File: src/rtl/bf_loop_scanner_if.sv
// Request/response and program-ROM signals between the bf core and its bracket scanner.
// The slave modport is the scanner's view; the master modport belongs to the core and ROM.
interface bf_loop_scanner_if #(
    parameter int ADDR_W = 9
);
    logic              start;
    logic              dir;
    logic [ADDR_W-1:0] start_pc;
    logic [ADDR_W-1:0] rom_addr;
    logic [7:0]        rom_data;
    logic              busy;
    logic              done;
    logic [ADDR_W-1:0] match_pc;
    logic              error;

    modport slave (
        input  start, dir, start_pc, rom_data,
        output rom_addr, busy, done, match_pc, error
    );

    modport master (
        output start, dir, start_pc, rom_data,
        input  rom_addr, busy, done, match_pc, error
    );
endinterface

File: src/rtl/bf_loop_scanner.sv
// Finds the bracket matching the one at start_pc by walking program memory one byte per cycle.
// A depth counter tracks nesting; running off either end of the program, or overflowing the counter, is an error.
module bf_loop_scanner #(
    parameter int ADDR_W   = 9,
    parameter int DEPTH_W  = 9,
    parameter int PROG_LEN = 512
) (
    input logic              sys_clk,
    input logic              rst,
    bf_loop_scanner_if.slave bus
);
    localparam logic [1:0] S_IDLE = 2'd0;
    localparam logic [1:0] S_SCAN = 2'd1;
    localparam logic [1:0] S_DONE = 2'd2;
    localparam logic [1:0] S_ERR  = 2'd3;

    localparam logic [ADDR_W-1:0]  LAST_PC   = ADDR_W'(PROG_LEN - 1);
    localparam logic [DEPTH_W-1:0] DEPTH_MAX = '1;
    localparam logic [7:0]         CH_LBRK   = 8'h5B;
    localparam logic [7:0]         CH_RBRK   = 8'h5D;

    logic [1:0]         r_state;
    logic               r_dir;
    logic [DEPTH_W-1:0] r_depth;
    logic [ADDR_W-1:0]  r_rom_addr;
    logic [ADDR_W-1:0]  r_match_pc;

    logic              w_open;
    logic              w_close;
    logic              w_at_end;
    logic [ADDR_W-1:0] w_next_addr;

    // Scanning backward swaps the roles of '[' and ']'.
    always_comb begin
        w_open      = r_dir ? (bus.rom_data == CH_RBRK) : (bus.rom_data == CH_LBRK);
        w_close     = r_dir ? (bus.rom_data == CH_LBRK) : (bus.rom_data == CH_RBRK);
        w_at_end    = r_dir ? (r_rom_addr == '0) : (r_rom_addr == LAST_PC);
        w_next_addr = r_dir ? (r_rom_addr - 1'b1) : (r_rom_addr + 1'b1);
    end

    always_ff @(posedge sys_clk or posedge rst) begin
        if (rst) begin
            r_state    <= S_IDLE;
            r_dir      <= 1'b0;
            r_depth    <= '0;
            r_rom_addr <= '0;
            r_match_pc <= '0;
        end else begin
            case (r_state)
                S_IDLE: begin
                    if (bus.start) begin
                        r_dir   <= bus.dir;
                        r_depth <= '0;
                        if (!bus.dir) begin
                            if (bus.start_pc >= LAST_PC) begin
                                r_state <= S_ERR;
                            end else begin
                                r_rom_addr <= bus.start_pc + 1'b1;
                                r_state    <= S_SCAN;
                            end
                        end else begin
                            if (bus.start_pc == '0) begin
                                r_state <= S_ERR;
                            end else begin
                                r_rom_addr <= bus.start_pc - 1'b1;
                                r_state    <= S_SCAN;
                            end
                        end
                    end
                end
                S_SCAN: begin
                    if (w_close && r_depth == '0) begin
                        r_match_pc <= r_rom_addr;
                        r_state    <= S_DONE;
                    end else if (w_open && r_depth == DEPTH_MAX) begin
                        r_state <= S_ERR;
                    end else begin
                        if (w_close)
                            r_depth <= r_depth - 1'b1;
                        else if (w_open)
                            r_depth <= r_depth + 1'b1;
                        // Unmatched byte at the program edge: stop rather than wrap.
                        if (w_at_end)
                            r_state <= S_ERR;
                        else
                            r_rom_addr <= w_next_addr;
                    end
                end
                default: r_state <= S_IDLE;
            endcase
        end
    end

    assign bus.rom_addr = r_rom_addr;
    assign bus.match_pc = r_match_pc;
    assign bus.busy     = (r_state == S_SCAN);
    assign bus.done     = (r_state == S_DONE);
    assign bus.error    = (r_state == S_ERR);
endmodule

File: src/flat_wrapper.sv
// flat-port wrapper written by rule: the top's interface ports become plain ports
module bf_loop_scanner_flat 
#(
    parameter int ADDR_W   = 9,
    parameter int DEPTH_W  = 9,
    parameter int PROG_LEN = 512
)
  (sys_clk, rst, bus_start, bus_dir, bus_start_pc, bus_rom_data, bus_rom_addr, bus_busy, bus_done, bus_match_pc, bus_error);
  bf_loop_scanner_if #(.ADDR_W(ADDR_W)) bus_i ();
  input logic sys_clk;
  input logic rst;
  input wire logic [$bits(bus_i.start)-1:0] bus_start;
  input wire logic [$bits(bus_i.dir)-1:0] bus_dir;
  input wire logic [$bits(bus_i.start_pc)-1:0] bus_start_pc;
  input wire logic [$bits(bus_i.rom_data)-1:0] bus_rom_data;
  output wire logic [$bits(bus_i.rom_addr)-1:0] bus_rom_addr;
  output wire logic [$bits(bus_i.busy)-1:0] bus_busy;
  output wire logic [$bits(bus_i.done)-1:0] bus_done;
  output wire logic [$bits(bus_i.match_pc)-1:0] bus_match_pc;
  output wire logic [$bits(bus_i.error)-1:0] bus_error;
  assign bus_i.start = bus_start;
  assign bus_i.dir = bus_dir;
  assign bus_i.start_pc = bus_start_pc;
  assign bus_i.rom_data = bus_rom_data;
  assign bus_rom_addr = bus_i.rom_addr;
  assign bus_busy = bus_i.busy;
  assign bus_done = bus_i.done;
  assign bus_match_pc = bus_i.match_pc;
  assign bus_error = bus_i.error;
  bf_loop_scanner #(.ADDR_W(ADDR_W), .DEPTH_W(DEPTH_W), .PROG_LEN(PROG_LEN)) u_core (.sys_clk(sys_clk), .rst(rst), .bus(bus_i));
endmodule
File: config.mk
export PLATFORM = sky130hd
export DESIGN_NAME = bf_loop_scanner_flat
export DESIGN_NICKNAME = d
export VERILOG_FILES = /design/src/rtl/bf_loop_scanner_if.sv /design/src/rtl/bf_loop_scanner.sv /design/src/flat_wrapper.sv
export SDC_FILE = /design/constraint.sdc
export NUM_CORES = 1
export LEC_CHECK = 0
export CAP_MARGIN = 20
export CORE_ASPECT_RATIO = 0.9
export CORE_MARGIN = 2
export CORE_UTILIZATION = 60
export CTS_BUF_LIST = sky130_fd_sc_hd__clkbuf_8
export DETAILED_ROUTE_END_ITERATION = 8
export PLACE_DENSITY = 0.89
export SLEW_MARGIN = 20
export SYNTH_ARGS = -nofsm -noshare
export SYNTH_HDL_FRONTEND = slang
export SYNTH_SLANG_ARGS = --single-unit
File: constraint.sdc
create_clock -name sys_clk -period 5.2 [get_ports sys_clk]
set_input_delay 0.78 -clock sys_clk [delete_from_list [all_inputs] [get_ports sys_clk]]
set_output_delay 0.78 -clock sys_clk [all_outputs]
set_load 0.05 [all_outputs]
## Word level (Yosys, flattened, before mapping)

Cells that the tools add are included.

| operators by class | value |
|---|---|
| $add $sub $neg | 6 |
| multiply operators | 0 |
| divide/modulo/power cells | 0 |
| magnitude comparators | 1 |
| eq/ne operators | 15 |
| shift operators | 0 |
| muxes and demuxes | 26 |
| bitwise logic cells | 0 |
| reduce and logical (&&, ||, !) cells | 12 |

Operators with widths:

| operator | number |
|---|---|
| $mux W9 | 13 |
| $pmux W9 S2 | 2 |
| $add A9 B1 Y9 const B | 3 |
| $logic_not A9 Y1 | 3 |
| $sub A9 B1 Y9 const B | 3 |
| $eq A9 B9 Y1 const B | 2 |
| $eq A8 B7 Y1 const B | 2 |
| $mux W2 | 7 |
| $ge A9 B9 Y1 const B | 1 |
| $ne A2 B2 Y1 const B | 4 |
| $reduce_and A7 Y1 | 1 |
| $ne A3 B3 Y1 const B | 2 |
| $reduce_and A2 Y1 | 3 |
| $reduce_and A5 Y1 | 1 |
| $eq A2 B2 Y1 const B | 2 |
| $ne A4 B1 Y1 const B | 1 |
| $pmux W2 S2 | 1 |
| $mux W1 | 3 |
| $ne A3 B1 Y1 const B | 1 |
| $eq A2 B1 Y1 const B | 1 |
| $logic_and A1 B1 Y1 | 2 |
| $logic_not A2 Y1 | 1 |
| $reduce_bool A2 Y1 | 1 |

| word-level totals | value |
|---|---|
| bits in registers | 30 |
| latch bits | 0 |
| memory bits (writable) | 0 |
| ROM bits | 0 |
| input port bits | 21 |
| output and inout bits | 21 |
| word-level logic and storage cells | 65 |
| memories kept | 0 |

## Depth between registers and ports, before layout

Gate-level depths: netlist of run 1.

| logic depth | value |
|---|---|
| word-level depth | 7 |
| mapped depth | 12 |
| depth with buffers taken out | 11 |

## Worst setup path after synthesis of run 1

No wires, ideal clock.

| timing path | value |
|---|---|
| path kind | in2reg |
| from | input port bus_rom_data[7] |
| to | register u_core.r_depth[8] |
| library setup time | 124 ps |
| arrival | 2,672 ps |
| required time | 5,076 ps |
| setup slack | 2,404 ps |
| cell stages on the path | 10 |
| cell sequence | and4bb_1 > o2111a_2 > ha_1 > nor2b_1 > o21ai_0 > a21oi_1 > o41ai_1 > xnor2_1 > nor3_1 > o21bai_1 |

| between the ends | value |
|---|---|
| longest elaborated chain between the ends | 6 |
| elaborated cells between the ends (all ways) | 14 |
| classes of those cells | eq/ne (5); mux (6); reduce/logical (3) |

Ends and longest elaborated chain:

| element | RTL line | RTL |
|---|---|---|
| from (decl) | flat_wrapper.sv:15 | `input wire logic [$bits(bus_i.rom_data)-1:0] bus_rom_data;` |
| $eq A8 B7 Y1 | bf_loop_scanner.sv:35, bf_loop_scanner.sv:36 |  |
| $mux W1 | bf_loop_scanner.sv:36 | `w_close = r_dir ? (bus.rom_data == CH_LBRK) : (bus.rom_data == CH_RBRK);` |
| $mux W9 | bf_loop_scanner.sv:78 | `if (w_close)` |
| $mux W9 | bf_loop_scanner.sv:75 | `end else if (w_open && r_depth == DEPTH_MAX) begin` |
| $mux W9 | bf_loop_scanner.sv:72 | `if (w_close && r_depth == '0) begin` |
| $pmux W9 S2 | bf_loop_scanner.sv:49 | `case (r_state)` |
| to (signal assigned) | bf_loop_scanner.sv:79 | `r_depth <= r_depth - 1'b1;` |
| to (signal assigned) | bf_loop_scanner.sv:81 | `r_depth <= r_depth + 1'b1;` |
| to (decl) | bf_loop_scanner.sv:24 | `logic [DEPTH_W-1:0] r_depth;` |

Parallel ways exist; a longest one is shown, timed or not. The select of a mux whose other input is x is not followed.
A chain may end at the register's enable or synchronous reset.

## Worst setup path in the final report of run 1

| timing path | value |
|---|---|
| from | register u_core.r_state[1] |
| to | output port bus_busy |

| between the ends | value |
|---|---|
| longest elaborated chain between the ends | 1 |

Ends and longest elaborated chain:

| element | RTL line | RTL |
|---|---|---|
| from (decl) | bf_loop_scanner.sv:22 | `logic [1:0] r_state;` |
| from (signal assigned) | bf_loop_scanner.sv:43 | `r_state <= S_IDLE;` |
| from (signal assigned) | bf_loop_scanner.sv:56 | `r_state <= S_ERR;` |
| from (signal assigned) | bf_loop_scanner.sv:59 | `r_state <= S_SCAN;` |
| $eq A2 B1 Y1 | bf_loop_scanner.sv:96 | `assign bus.busy = (r_state == S_SCAN);` |
| to (decl) | flat_wrapper.sv:17 | `output wire logic [$bits(bus_i.busy)-1:0] bus_busy;` |

Every way passes these cells.

==> flow_metrics.py, run 1 <==
metrics = {
    "worst_setup_path": {
        "crit_type": "flip-flop to primary output",
        "r2r_setup_slack_ns": 2.28,
        "worstPathRequired_ns": 4.42,
        "end_kind": "primary output",
        "start_kind": "flip-flop",
        "r2r_start": "u_core.r_dir",
        "r2r_cells": 10,
        "r2r-end": "u_core.r_depth[8]",
        "critPathMaxFanout": 17,
        "cp_data_arrival_time_ns": 2.70,
    },
    "floorplanning": {
        "die_w_microns": 72.5,
        "io_pins": 42,
        "coreArea_sq_um": 4070,
        "dieArea_sq_um": 4760,
        "fp-row-count": 22,
        "die_h_microns": 65.6,
        "start_util": 0.621,
    },
    "clocking": {
        "numCtsBuffers": 5,
        "clockBufferDepth": 2,
        "postCtsResizedCells": 0,
        "cts_setup_buffers": 0,
        "cts_hold_buf": 0,
        "root_buffer": "clkbuf_8",
        "cts_tree": "built",
        "clk_latency_ns": 0.29,
        "path_clk_slew_ns": 0.07,
        "cts_htree_levels": 2,
        "cts_num_sinks": 30,
    },
    "placement": {
        "dp_hpwl_mm": 4.21,
        "place.gp.congestion": 0.864,
        "io_buffers": 41,
    },
    "logic_synthesis": {
        "synthCells": 268,
        "seq_area_frac_synth": 0.297,
        "async_reset_ff_frac": 1.00,
        "yosysWarnings": 0,
        "synth_edf_count": 0,
        "netlist_area_sq_um": 2530,
        "avgSynthCellArea_sq_um": 9.44,
        "ys_types": 53,
        "synth-seq-cells": 30,
        "yosys_most_used_dff": "dfrtp_1",
        "synth_fp_nets": 314,
    },
    "power": {
        "vdd_ir_drop_max_mv": 0.245,
        "power.total_mw": 1.72,
        "p_leak_nw": 1.34,
        "p_per_area_nw_per_um2": 564,
    },
    "global_routing": {
        "grt_max_degree": 31,
        "grt_pass1_wl_mm": 9.72,
        "grt_usage": 0.267,
        "grt_overflow_total": 0,
        "grt_pass1_vias": 2098,
        "antenna_found_initial": 0,
    },
    "timing": {
        "post-route-min-period_ns": 3.48,
        "drv_slew": 0,
        "rsz0062_at_grt": "false",
        "period_share": 0.669,
        "worst_pin_slew_ns": 0.798,
        "hold_viol_final": 0,
        "relSlewSlack": 0.468,
        "setup_viol": 0,
        "tns_ns": 0,
        "fmax_mhz": 287,
        "fin_skew_ns": 0.00541,
    },
    "run_status": {
        "status": "finished, final reports clean",
    },
    "route": {
        "route.met2.wl_mm": 2.63,
        "ant_nets": 0,
        "wl_met3_microns": 343,
        "drcViolationCount": 0,
        "drt-initial-drc-count": 152,
        "met1_length_mm": 2.63,
        "wl_per_cell_microns": 15.9,
        "dr.pass1.iters": 5,
        "vias": 2192,
        "routed.top_layer": "met4",
        "routed_wl_mm": 5.72,
        "avgViaCountPerCell": 6.11,
    },
    "final_layout": {
        "syn_to_final_growth_pct": 20.5,
        "drive_gt1_frac": 0.116,
        "antenna_cells": 0,
        "nets": 356,
    },
    "min_path": {
        "hp-start": "u_core.r_state[1]",
        "hold_depth": 1,
        "hp-class": "flip-flop to flip-flop",
        "worst_hold_path.endpoint": "u_core.r_state[1]",
    },
    "run": {
        "cap_violations": 0,
    },
}
-- area by class of cell --
cell class                      instances  area (sq um)
Clock inverter                          3          40.0
Tap cell                               48          60.1
Sequential cell                        30           751
Inverter                               18          67.6
Fill cell                             301          1020
Clock buffer                            5          68.8
Timing Repair Buffer                   42           418
Multi-Input combinational cell        213          1640
-- registers in the layout (all words and copies together) (netlist names) --
name and cells:
u_core.bus.match_pc 9, u_core.r_state 2, u_core.r_dir 1, u_core.bus.rom_addr 9, u_core.r_depth 9
-- stage by stage --
stage | area (sq um) | hold WS [ns] | instances | util | setup slack [ns]
after floorplan | 2530 | 0.444 | 268 | - | 2.40
after global placement | 2940 | 0.471 | 351 | 0.722 | 1.80
after detailed placement | 2940 | 0.470 | 351 | 0.722 | 1.69
after CTS | 3050 | 0.486 | 359 | 0.748 | 1.72
after global routing | 3050 | 0.502 | 359 | 0.748 | 1.60
final | 3050 | 0.488 | 359 | 0.748 | 1.72
-- critical path, stage by stage (launching register included) --
cell,delay [ns]
dfrtp_1,0.41
nand2b_1,0.52
inv_1,0.58
clkdlybuf4s50_1,0.90
-- routing by layer --
| metal | up-vias | global-route usage |
|---|---|---|
| li1 | 1063 | - |
| met1 | 1030 | 0.360 |
| met2 | 84 | 0.422 |
| met3 | 15 | 0.0537 |
| met4 | 0 | 0.102 |
| met5 | - | 0 |
-- cell usage after synthesis (2+ instances only) --
cell type,instances,share of area
mux2_4,3,0.018
buf_6,4,0.018
nor4_1,10,0.025
and2_1,2,0.0049
inv_1,18,0.027
nand2b_1,6,0.015
xor2_1,10,0.035
and3_1,4,0.0099
o41ai_2,2,0.013
nand3_1,9,0.018
a211oi_1,2,0.0059
a31oi_1,3,0.0074
o31ai_2,2,0.0099
fa_1,3,0.024
ha_1,22,0.11
o21bai_1,3,0.0089
nand2_1,18,0.027
mux2i_1,3,0.012
o22a_1,2,0.0069
nand4_1,6,0.015
dfrtp_1,30,0.30
nor2_1,18,0.027
nor2b_1,5,0.012
o21a_1,2,0.0059
xnor2_1,9,0.031
mux2_2,11,0.049
a21oi_1,14,0.028
nand4_4,2,0.017
nor3_1,7,0.014
o31ai_1,4,0.012
o21ai_0,12,0.024
-- power breakdown --
part | switching [mW] | leakage [nW] | internal [mW]
clock | 0.0944 | 0.0579 | 0.141
sequential | 0.111 | 0.388 | 0.309
combinational | 0.596 | 0.889 | 0.470
total | 0.801 | 1.34 | 0.919
-- cells by family (layout without fill, tap and decap cells) --
kind of cell / after synthesis / count (layout) / synth area share
and+or+nand+nor: 96 / 96 / 0.212
adders and majority gates: 25 / 25 / 0.132
DFF: 30 / 30 / 0.297
buffers and inverters: 25 / 68 / 0.0539
xor gates and xnor gates: 19 / 19 / 0.0657
AOI/OAI and AO/OA: 56 / 56 / 0.161
muxes: 17 / 17 / 0.0786
-- cells in the final DEF (no fill, tap or decap), types with 4 or more instances in the layout --
cell,Yosys,routed
nor2_1,18,18
o21ai_0,12,12
clkdlybuf4s50_1,0,41
a21oi_1,14,14
nor3_1,7,7
clkbuf_8,0,5
nor4_1,10,10
xnor2_1,9,9
nand4_1,6,6
mux2_2,11,11
nand2b_1,6,6
nand3_1,9,9
o31ai_1,4,4
inv_1,18,18
ha_1,22,22
dfrtp_1,30,30
nor2b_1,5,5
and3_1,4,4
nand2_1,18,18
xor2_1,10,10
-- worst max-delay path by stage --
stage | startpoint | end | depth (start not counted)
global route | u_core.r_state[1] | bus_busy | 3
finish | u_core.r_state[1] | bus_busy | 3
detailed placement | bus_rom_data[2] | u_core.r_depth[8] | 11
CTS | u_core.r_state[1] | bus_busy | 3
global placement | bus_rom_data[2] | u_core.r_depth[8] | 11
floorplan | bus_rom_data[7] | u_core.r_depth[8] | 10
Power figures use the tool's default switching activity.
==> inputs of run 2 (changes only) <==
CORE_UTILIZATION = 50   (was 60)
PLACE_DENSITY = 0.8   (was 0.89)
clock period = 3 ns   (was 5.2 ns; I/O delays follow)
==> flow_metrics.py, run 2 (synthesis gave the netlist of run 1 again) <==
metrics = {
    "run_status": {
        "status": "finished, final reports clean",
    },
    "floorplanning": {
        "die_h_microns": 71.5,
        "die_w_microns": 79,
        "fp-row-count": 24,
        "dieArea_sq_um": 5650,
        "io_pins": 42,
        "start_util": 0.520,
        "coreArea_sq_um": 4860,
    },
    "route": {
        "drt-initial-drc-count": 111,
        "routed_wl_mm": 5.52,
        "wl_per_cell_microns": 14.3,
        "avgViaCountPerCell": 5.58,
        "drcViolationCount": 0,
        "ant_nets": 0,
        "vias": 2159,
        "dr.pass1.iters": 4,
    },
    "final_layout": {
        "syn_to_final_growth_pct": 24.9,
        "multiInputGateArea_sq_um": 1650,
        "layout_commonest_cell": "clkdlybuf4s50_1",
        "drive_gt1_frac": 0.149,
        "nets": 367,
        "seq_area_sq_um": 751,
        "antenna_cells": 0,
        "final_cell_mix": "clkdlybuf4s50_1, dfrtp_1, ha_1",
        "fillers": 387,
        "fin_cells": 387,
    },
    "min_path": {
        "worst_hold_path.endpoint": "u_core.r_state[1]",
        "hp-start": "u_core.r_state[1]",
        "hold_depth": 1,
        "hp-class": "flip-flop to flip-flop",
    },
    "worst_setup_path": {
        "start_kind": "input port",
        "r2r-end": "u_core.r_depth[7]",
        "r2r_cells": 10,
        "path_delay_family": "compound AO/OA/AOI/OAI gates",
        "crit_buf_inv": 2,
        "crit_type": "input port to flip-flop",
        "r2r_start": "u_core.r_dir",
        "critical_path.cell_chain": "clkdlybuf4s50_1, and3b_1, o2111a_2, buf_4, ha_1, a21oi_1, a21oi_1, o21ai_0, a211oi_1, xnor2_1, o21ai_0",
        "end_kind": "flip-flop",
        "r2r_setup_slack_ns": 0.55,
        "cp_data_arrival_time_ns": 2.89,
        "crit_path_top_delay_cell": "clkdlybuf4s50_1",
        "worstPathRequired_ns": 3.17,
        "cp_slowest_stage_delay_ns": 0.50,
        "critPathMaxFanout": 8,
    },
    "clocking": {
        "postCtsResizedCells": 0,
        "cts_num_sinks": 30,
        "path_clk_slew_ns": 0.07,
        "cts_htree_levels": 2,
        "cts_setup_buffers": 0,
        "clk_latency_ns": 0.28,
        "clockBufferDepth": 2,
        "root_buffer": "clkbuf_8",
        "cts_hold_buf": 0,
        "cts_tree": "built",
        "numCtsBuffers": 5,
    },
    "run": {
        "cap_violations": 0,
    },
    "global_routing": {
        "grt_max_degree": 31,
        "grt_util_met2": 0.341,
        "met3_usage": 0.0327,
        "grt_overflow_total": 0,
        "top_usage_layer": "met2",
        "grt_usage": 0.216,
        "antenna_found_initial": 0,
        "grt_pass1_wl_mm": 9.75,
        "grt_pass1_vias": 2139,
        "use_met1": 0.300,
    },
    "timing": {
        "post-route-min-period_ns": 2.72,
        "relSlewSlack": 0.657,
        "setup_viol": 0,
        "fin_skew_ns": 0.00898,
        "drv_slew": 0,
        "worst_pin_slew_ns": 0.510,
        "fmax_mhz": 367,
        "rsz0062_at_grt": "false",
        "period_share": 0.908,
        "hold_viol_final": 0,
    },
    "placement": {
        "io_buffers": 41,
        "dp_hpwl_mm": 4.23,
        "dp.cells": 379,
        "place.gp.congestion": 0.910,
    },
    "power": {
        "p_per_area_nw_per_um2": 945,
        "p_leak_nw": 1.40,
        "power.total_mw": 2.99,
        "vdd_ir_drop_max_mv": 0.560,
    },
}
[run 2: cell types whose count changed in the layout (fill, tap and decap cells not counted)]
cell	before	now
buf_4	1	12
o41ai_1	1	0
o41ai_2	2	3
[run 2: worst reg2reg max path, cell delays in order, from the launching register on]
cell,delay [ns]
dfrtp_1,0.40
and3b_1,0.19
o2111a_2,0.28
buf_4,0.18
ha_1,0.32
a21oi_1,0.09
a21oi_1,0.22
o21ai_0,0.15
a211oi_1,0.28
xnor2_1,0.15
o21ai_0,0.08
[run 2: final cells by class]
cell class,instances,area share
Clock buffer,5,0.0218
Clock inverter,3,0.0127
Inverter,18,0.0214
Multi-Input combinational cell,213,0.523
Sequential cell,30,0.238
Tap cell,65,0.0257
Timing Repair Buffer,53,0.158
[run 2: layer usage]
layer / vias to the layer above / wire, microns
met2: 74 / 2500
met3: 12 / 340
met5: - / 0
met4: 0 / 119
met1: 990 / 2570
li1: 1083 / -
[run 2: how the worst max path moves through the flow]
stage	startpoint	endpoint	cells past startpoint
floorplan	u_core.r_dir	u_core.r_depth[8]	11
global placement	bus_rom_data[2]	u_core.r_depth[8]	11
detailed placement	bus_rom_data[2]	u_core.r_depth[8]	11
CTS	bus_rom_data[2]	u_core.r_depth[8]	11
global route	bus_rom_data[2]	u_core.r_depth[8]	11
finish	bus_rom_data[2]	u_core.r_depth[7]	11
[run 2: report_power, final]
group	switching [mW]	total, mW	leakage [nW]	internal [mW]
combinational	1.04	1.88	0.953	0.845
clock	0.157	0.401	0.0579	0.244
sequential	0.166	0.702	0.388	0.536
total	1.36	2.99	1.40	1.63
[run 2: stage by stage]
step                setup slack, ns  setup TNS (ns)  cell area (sq um)   util  hold slack, ns
floorplan                     0.405               0               2530      -           0.444
CTS                           0.232               0               3150  0.648           0.492
global placement             0.0231               0               3040  0.626           0.471
finish                        0.276               0               3160  0.650           0.497
global route                 0.0554               0               3160  0.650           0.518
detailed placement          -0.0706          -0.133               3040  0.626           0.478
